$ cat src/rtl/key_scan_pkg.sv
// Shared constants and helpers for the keypad matrix scanner.
package key_scan_pkg;

  localparam int   DB_CNT_W = 4;
  localparam logic EV_DOWN  = 1'b0;
  localparam logic EV_UP    = 1'b1;

  // Width of a key index; never narrower than one bit.
  function automatic int code_width(input int n);
    return (n <= 2) ? 1 : $clog2(n);
  endfunction

endpackage

$ cat src/rtl/key_matrix_scanner_debounce.sv
// Per-key integrating debouncer: a change is accepted after DEBOUNCE_SCANS
// consecutive differing samples; the toggle pulse aligns with the new state.
module key_debounce
  import key_scan_pkg::*;
#(
  parameter int DEBOUNCE_SCANS = 4
) (
  input  logic clk,
  input  logic rst_n,
  input  logic sample_en,
  input  logic sample_bit,
  output logic state,
  output logic toggle
);

  localparam logic [DB_CNT_W-1:0] CNT_LAST = DB_CNT_W'(DEBOUNCE_SCANS - 1);

  logic [DB_CNT_W-1:0] cnt_reg;
  logic                state_reg;
  logic                toggle_reg;

  always_ff @(posedge clk or negedge rst_n) begin
    if (!rst_n) begin
      cnt_reg    <= '0;
      state_reg  <= 1'b0;
      toggle_reg <= 1'b0;
    end else begin
      toggle_reg <= 1'b0;
      if (sample_en) begin
        if (sample_bit == state_reg) begin
          cnt_reg <= '0;
        end else if (cnt_reg == CNT_LAST) begin
          state_reg  <= ~state_reg;
          toggle_reg <= 1'b1;
          cnt_reg    <= '0;
        end else begin
          cnt_reg <= cnt_reg + 1'b1;
        end
      end
    end
  end

  assign state  = state_reg;
  assign toggle = toggle_reg;

endmodule

$ cat src/rtl/key_matrix_scanner.sv
// Keypad matrix scanner: row rotator, column synchroniser, per-key debounce and
// a single-entry event register. Define KEY_SCAN_AUTOREPEAT_EN for auto-repeat.
module key_matrix_scanner
  import key_scan_pkg::*;
#(
  parameter  int ROWS           = 3,
  parameter  int COLS           = 4,
  parameter  int SCAN_DIV       = 50000,
  parameter  int DEBOUNCE_SCANS = 4,
  parameter  int REPEAT_DELAY   = 25,
  parameter  int REPEAT_RATE    = 5,
  localparam int KEYS           = ROWS * COLS,
  localparam int CODE_W         = code_width(KEYS)
) (
  input  logic              clk,
  input  logic              rst_n,
  input  logic [COLS-1:0]   i_cols,
  output logic [ROWS-1:0]   o_rows,
  output logic [KEYS-1:0]   o_key_state,
  output logic [KEYS-1:0]   o_flag_btn_down,
  output logic [KEYS-1:0]   o_flag_btn_up,
  output logic [CODE_W-1:0] o_code,
  output logic              o_code_up,
  output logic              o_code_valid,
  input  logic              i_code_ready,
  output logic              o_overrun
);

  localparam int DIV_W = $clog2(SCAN_DIV);
  localparam int ROW_W = (ROWS > 1) ? $clog2(ROWS) : 1;

  if (SCAN_DIV < 2 || DEBOUNCE_SCANS < 1 || DEBOUNCE_SCANS > 15 ||
      REPEAT_DELAY < 1 || REPEAT_RATE < 1) begin : g_param_check
    $error("key_matrix_scanner: parameter out of range");
  end

  logic [1:0]        rst_sync_reg;
  logic              rst_int_n;
  logic [COLS-1:0]   col_meta_reg, col_sync_reg;
  logic [DIV_W-1:0]  dwell_reg;
  logic [ROW_W-1:0]  row_idx_reg, row_idx_next;
  logic [ROWS-1:0]   rows_reg;
  logic              scan_tick;
  logic [KEYS-1:0]   key_state, key_toggle;
  logic [CODE_W-1:0] tog_code, ev_code, code_reg;
  logic              tog_up, any_toggle, tog_multi;
  logic              ev_req, ev_up, ev_multi, pop, capture;
  logic              code_up_reg, code_valid_reg, overrun_reg;

  // Reset asserts immediately but releases two clocks later, synchronously.
  always_ff @(posedge clk or negedge rst_n) begin
    if (!rst_n) rst_sync_reg <= 2'b00;
    else        rst_sync_reg <= {rst_sync_reg[0], 1'b1};
  end
  assign rst_int_n = rst_sync_reg[1];

  always_ff @(posedge clk or negedge rst_int_n) begin
    if (!rst_int_n) begin
      col_meta_reg <= '1;
      col_sync_reg <= '1;
    end else begin
      col_meta_reg <= i_cols;
      col_sync_reg <= col_meta_reg;
    end
  end

  assign scan_tick    = (dwell_reg == DIV_W'(SCAN_DIV - 1));
  assign row_idx_next = (row_idx_reg == ROW_W'(ROWS - 1)) ? '0 : row_idx_reg + 1'b1;

  always_ff @(posedge clk or negedge rst_int_n) begin
    if (!rst_int_n) begin
      dwell_reg   <= '0;
      row_idx_reg <= '0;
      rows_reg    <= ~ROWS'(1);
    end else if (scan_tick) begin
      dwell_reg   <= '0;
      row_idx_reg <= row_idx_next;
      rows_reg    <= ~(ROWS'(1) << row_idx_next);
    end else begin
      dwell_reg <= dwell_reg + 1'b1;
    end
  end

  for (genvar gi = 0; gi < KEYS; gi++) begin : g_key
    key_debounce #(
      .DEBOUNCE_SCANS(DEBOUNCE_SCANS)
    ) u_debounce (
      .clk        (clk),
      .rst_n      (rst_int_n),
      .sample_en  (scan_tick && (row_idx_reg == ROW_W'(gi / COLS))),
      .sample_bit (~col_sync_reg[gi % COLS]),
      .state      (key_state[gi]),
      .toggle     (key_toggle[gi])
    );
  end

  // Lowest-index toggling key wins the event register.
  always_comb begin
    tog_code = '0;
    tog_up   = EV_DOWN;
    for (int k = KEYS - 1; k >= 0; k--) begin
      if (key_toggle[k]) begin
        tog_code = CODE_W'(k);
        tog_up   = ~key_state[k];
      end
    end
  end

  assign any_toggle = |key_toggle;
  assign tog_multi  = |(key_toggle & (key_toggle - KEYS'(1)));

`ifdef KEY_SCAN_AUTOREPEAT_EN
  localparam int REP_MAX = (REPEAT_DELAY > REPEAT_RATE) ? REPEAT_DELAY : REPEAT_RATE;
  localparam int REP_W   = $clog2(REP_MAX + 1);

  logic [REP_W-1:0]  rep_cnt_reg, rep_target;
  logic              rep_first_reg, single_held, frame_tick, rep_fire;
  logic [CODE_W-1:0] held_code;

  assign frame_tick  = scan_tick && (row_idx_reg == ROW_W'(ROWS - 1));
  assign single_held = (key_state != '0) && ((key_state & (key_state - KEYS'(1))) == '0);
  assign rep_target  = rep_first_reg ? REP_W'(REPEAT_DELAY - 1) : REP_W'(REPEAT_RATE - 1);
  assign rep_fire    = single_held && !any_toggle && frame_tick && (rep_cnt_reg == rep_target);

  always_comb begin
    held_code = '0;
    for (int k = KEYS - 1; k >= 0; k--) begin
      if (key_state[k]) held_code = CODE_W'(k);
    end
  end

  always_ff @(posedge clk or negedge rst_int_n) begin
    if (!rst_int_n) begin
      rep_cnt_reg   <= '0;
      rep_first_reg <= 1'b1;
    end else if (any_toggle || !single_held) begin
      rep_cnt_reg   <= '0;
      rep_first_reg <= 1'b1;
    end else if (frame_tick) begin
      if (rep_cnt_reg == rep_target) begin
        rep_cnt_reg   <= '0;
        rep_first_reg <= 1'b0;
      end else begin
        rep_cnt_reg <= rep_cnt_reg + 1'b1;
      end
    end
  end

  always_comb begin
    ev_req   = any_toggle;
    ev_code  = tog_code;
    ev_up    = tog_up;
    ev_multi = tog_multi;
    if (rep_fire) begin
      ev_req   = 1'b1;
      ev_code  = held_code;
      ev_up    = EV_DOWN;
      ev_multi = 1'b0;
    end
  end
`else
  assign ev_req   = any_toggle;
  assign ev_code  = tog_code;
  assign ev_up    = tog_up;
  assign ev_multi = tog_multi;
`endif

  assign pop     = code_valid_reg && i_code_ready;
  assign capture = ev_req && (!code_valid_reg || pop);

  always_ff @(posedge clk or negedge rst_int_n) begin
    if (!rst_int_n) begin
      code_reg       <= '0;
      code_up_reg    <= 1'b0;
      code_valid_reg <= 1'b0;
      overrun_reg    <= 1'b0;
    end else begin
      if (capture) begin
        code_reg       <= ev_code;
        code_up_reg    <= ev_up;
        code_valid_reg <= 1'b1;
      end else if (pop) begin
        code_valid_reg <= 1'b0;
      end
      if (ev_multi || (ev_req && !capture)) overrun_reg <= 1'b1;
    end
  end

  assign o_rows          = rows_reg;
  assign o_key_state     = key_state;
  assign o_flag_btn_down = key_toggle & key_state;
  assign o_flag_btn_up   = key_toggle & ~key_state;
  assign o_code          = code_reg;
  assign o_code_up       = code_up_reg;
  assign o_code_valid    = code_valid_reg;
  assign o_overrun       = overrun_reg;

endmodule
$ cat config.mk
export PLATFORM = sky130hd
export DESIGN_NAME = key_matrix_scanner
export DESIGN_NICKNAME = d
export VERILOG_FILES = /design/src/rtl/key_scan_pkg.sv /design/src/rtl/key_matrix_scanner_debounce.sv /design/src/rtl/key_matrix_scanner.sv
export SDC_FILE = /design/constraint.sdc
export NUM_CORES = 1
export LEC_CHECK = 0
export CORE_MARGIN = 3
export CORE_UTILIZATION = 43
export DETAILED_ROUTE_END_ITERATION = 8
export PLACE_DENSITY_LB_ADDON = 0.12
export REMOVE_ABC_BUFFERS = 1
export SYNTH_ARGS = -nofsm -noshare
export SYNTH_HDL_FRONTEND = slang
export SYNTH_SLANG_ARGS = --single-unit
$ cat constraint.sdc
create_clock -name clk -period 4.6 [get_ports clk]
set_clock_uncertainty 0.1 [all_clocks]
set_input_delay 0.46 -clock clk [delete_from_list [all_inputs] [get_ports clk]]
set_output_delay 0.46 -clock clk [all_outputs]
set_load 0.01 [all_outputs]
==> flow_metrics.py <==
metrics = {
    "outcome": {
        "status": "complete, no violations",
    },
    "logic_synthesis": {
        "synth_edf_count": 0,
        "synthDistinctLibCells": 50,
        "synth_area_leaders": "dfrtp_1 45%, nand3_1 5.0%, o21ai_0 5.0%",
        "yosysMostFrequentCell": "dfrtp_1",
        "netlist_instances": 568,
        "synth_top_cell_area_share_pct": 45.3,
        "ys_async_sr_fraction_pct": 100,
        "ys_ff_latch": 110,
        "ys_top_cells_by_count": "100 x dfrtp_1, 60 x nand2_1, 55 x nand3_1, 55 x o21ai_0, 43 x nor2_1",
        "synth_seq_area_share_pct": 50.1,
        "yosysTopAreaCell": "dfrtp_1",
        "yosys_warnings": 0,
        "syn-cell-area_sq_mm": 0.00552,
        "synth_ff_type": "dfrtp_1",
        "synth.avg_cell_area_sq_um": 9.72,
    },
    "timing": {
        "final_max_slew_viol_count": 0,
        "holdWs_ns": 0.157,
        "final.setup.tns_ns": 0,
        "rsz0062_at_grt": "no",
        "worst_slew_pin_slew_ns": 1.11,
        "setup_viol": 0,
        "period_share_pct": 68.0,
        "period_needed_ns": 3.13,
        "fmax_ghz": 0.320,
        "hold_viol": 0,
        "max_slew_margin_pct": 25.5,
    },
    "setup_path": {
        "reg2reg_depth": 5,
        "r2r-end": "g_key[8].u_debounce.cnt_reg[3]",
        "r2r-start": "dwell_reg[5]",
        "critPathRequiredTime_ns": 4.75,
        "critPathMaxFanout": 13,
        "start_kind": "register",
        "worst_setup_path_end_kind": "register",
        "critical_path_class": "register to register",
        "worstPathArrival_ns": 3.27,
        "ff2ff_setup_slack_ns": 1.47,
    },
    "cts": {
        "clkSinkCount": 110,
        "clk_root_buffer_cell": "clkbuf_16",
        "clkLatencyLatePin_ns": 0.35,
        "hold_buffers": 0,
        "post_cts_buffers": 0,
        "clk_pin_slew_worst_paths_ns": 0.07,
        "htreeDepth": 3,
        "cts_resized": 0,
        "cts_buffers": 9,
        "cts_tree": "built",
        "cts_buffer_depth": 2,
    },
    "drt": {
        "num_vias": 4193,
        "firstDrtPassIters": 4,
        "avgViaCountPerCell": 5.44,
        "route.detailed.drc": 0,
        "wire_per_inst_um": 15.6,
        "drt_iter0_drc": 233,
        "met3_length_um": 520,
        "wl_met2_um": 5550,
        "final_antenna_net_count": 0,
        "drt-total-wl_um": 12000,
        "top_layer": "met4",
        "wl_met1_um": 5740,
    },
    "power_and_ir_drop": {
        "p_int_mw": 1.42,
        "p_comb_share_pct": 1.6,
        "vdd_ir_drop_max_v": 0.000239,
        "fin_total_pwr_mw": 1.80,
        "leakage_nw": 2.67,
        "p_switching_mw": 0.381,
        "p_seq_share_pct": 55.1,
        "power_density_mw_per_mm2": 282,
        "p_clk_share_pct": 43.3,
        "p_sw_share_pct": 21.1,
    },
    "flow_run": {
        "cap_violations": 0,
    },
    "grt": {
        "gr-total-overflow": 0,
        "grt_usage_pct": 17.6,
        "antenna_found_initial": 0,
        "grt_pass1_wl_um": 20100,
        "grt_max_degree": 72,
        "grt_pass1_vias": 3977,
    },
    "place": {
        "gp_congestion": 0.835,
        "port_buffers": 52,
        "hpwl_um": 8560,
        "dp_cells": 755,
    },
    "finish": {
        "n_fill_cell": 1133,
        "utilization_pct": 52.0,
        "finalNonFillerCells": 771,
        "antennaDiodeCount": 0,
        "final_layout_size_suffix_gt1_share_pct": 8.13,
        "largest_reg_flops": 48,
        "final_nets": 618,
        "syn2layout_area_growth_pct": 15.6,
    },
    "floorplan": {
        "initial_utilization_pct": 45.0,
        "dieWidth_um": 119,
        "die_h_um": 119,
        "fp-row-count": 40,
        "io_pins": 53,
        "coreArea_sq_mm": 0.0123,
        "dieArea_sq_mm": 0.0142,
    },
    "worst_hold_path": {
        "hp-class": "input pin to asynchronous set/reset pin",
    },
}
[worst max path at each step]
stage	endpoint	start
after floorplan	dwell_reg[0]	rst_sync_reg[1]
after global placement	g_key[8].u_debounce.cnt_reg[3]	dwell_reg[5]
after detailed placement	g_key[8].u_debounce.cnt_reg[3]	dwell_reg[5]
after CTS	g_key[8].u_debounce.cnt_reg[3]	dwell_reg[5]
after global routing	g_key[8].u_debounce.cnt_reg[3]	dwell_reg[5]
final	g_key[8].u_debounce.cnt_reg[3]	dwell_reg[5]
[power by group through the flow]
stage | sequential (mW) | combinational, mW | clock, mW
2_1_floorplan | 1.01 | 0.0141 | 0
3_3_place_gp | 1.01 | 0.0294 | 0
3_5_place_dp | 1.01 | 0.0299 | 0
4_1_cts | 0.994 | 0.0299 | 0.808
5_1_grt | 0.996 | 0.0332 | 0.841
6_report | 0.993 | 0.0290 | 0.780
[cells in the final DEF, fill, tap and decap left out, types with 4 or more instances in the layout]
master            n
a21oi_1           6
and2_1           25
clkbuf_16         9
clkdlybuf4s50_1  52
clkinv_2          4
dfrtp_1          99
dfstp_2          10
ha_1             13
inv_1             6
mux2i_1           8
nand2_1          60
nand2b_1          8
nand3_1          55
nand3b_1         12
nand4_1           5
nor2_1           43
nor2b_1          16
nor3_1            5
nor4_1            4
o21ai_0          55
o31ai_1          24
or3_1             4
or3b_2           12
or4_1             5
xnor2_1          17
xor2_1            8
[kinds of logic (layout without fill, tap and decap cells)]
kind of cell / count (synthesis) / count (layout) / share of synthesized area (%)
xor gates and xnor gates: 25 / 25 / 3.97
other: 1 / 1 / 0.0679
muxes: 8 / 8 / 1.45
DFF: 110 / 110 / 50.1
adders and majority gates: 14 / 14 / 3.13
AOI/OAI and AO/OA: 102 / 102 / 11.4
and+or+nand+nor: 266 / 266 / 26.1
buffers and inverters: 42 / 77 / 3.85
[critical path: stages (launching register included)]
cell and delay [ns]:
dfrtp_1 0.42, or4_1 0.53, or4_4 0.58, nor4_2 0.85, nand2_1 0.21, o31ai_1 0.34
[through the flow]
step	setup slack [ns]	instance area (sq um)
after global routing	1.19	6380
after floorplan	1.23	5330
after global placement	1.59	6090
final	1.47	6380
after CTS	1.44	6380
after detailed placement	1.45	6090
[routing by layer]
metal,vias to the layer above,track usage [%]
li1,2052,-
met1,2053,23.9
met2,75,27.5
met3,13,4.32
met4,0,6.37
met5,-,0
[final cells by class]
cell class                      instances  area, sq um  share of cell area (%)
Tap cell                              168          210                    3.29
Clock inverter                          5         50.0                   0.784
Timing Repair Buffer                   55          543                    8.51
Sequential cell                       110         2770                    43.4
Clock buffer                           11          243                    3.80
Multi-Input combinational cell        416         2540                    39.9
Inverter                                6         22.5                   0.353
(Power assumes the default switching activity.)
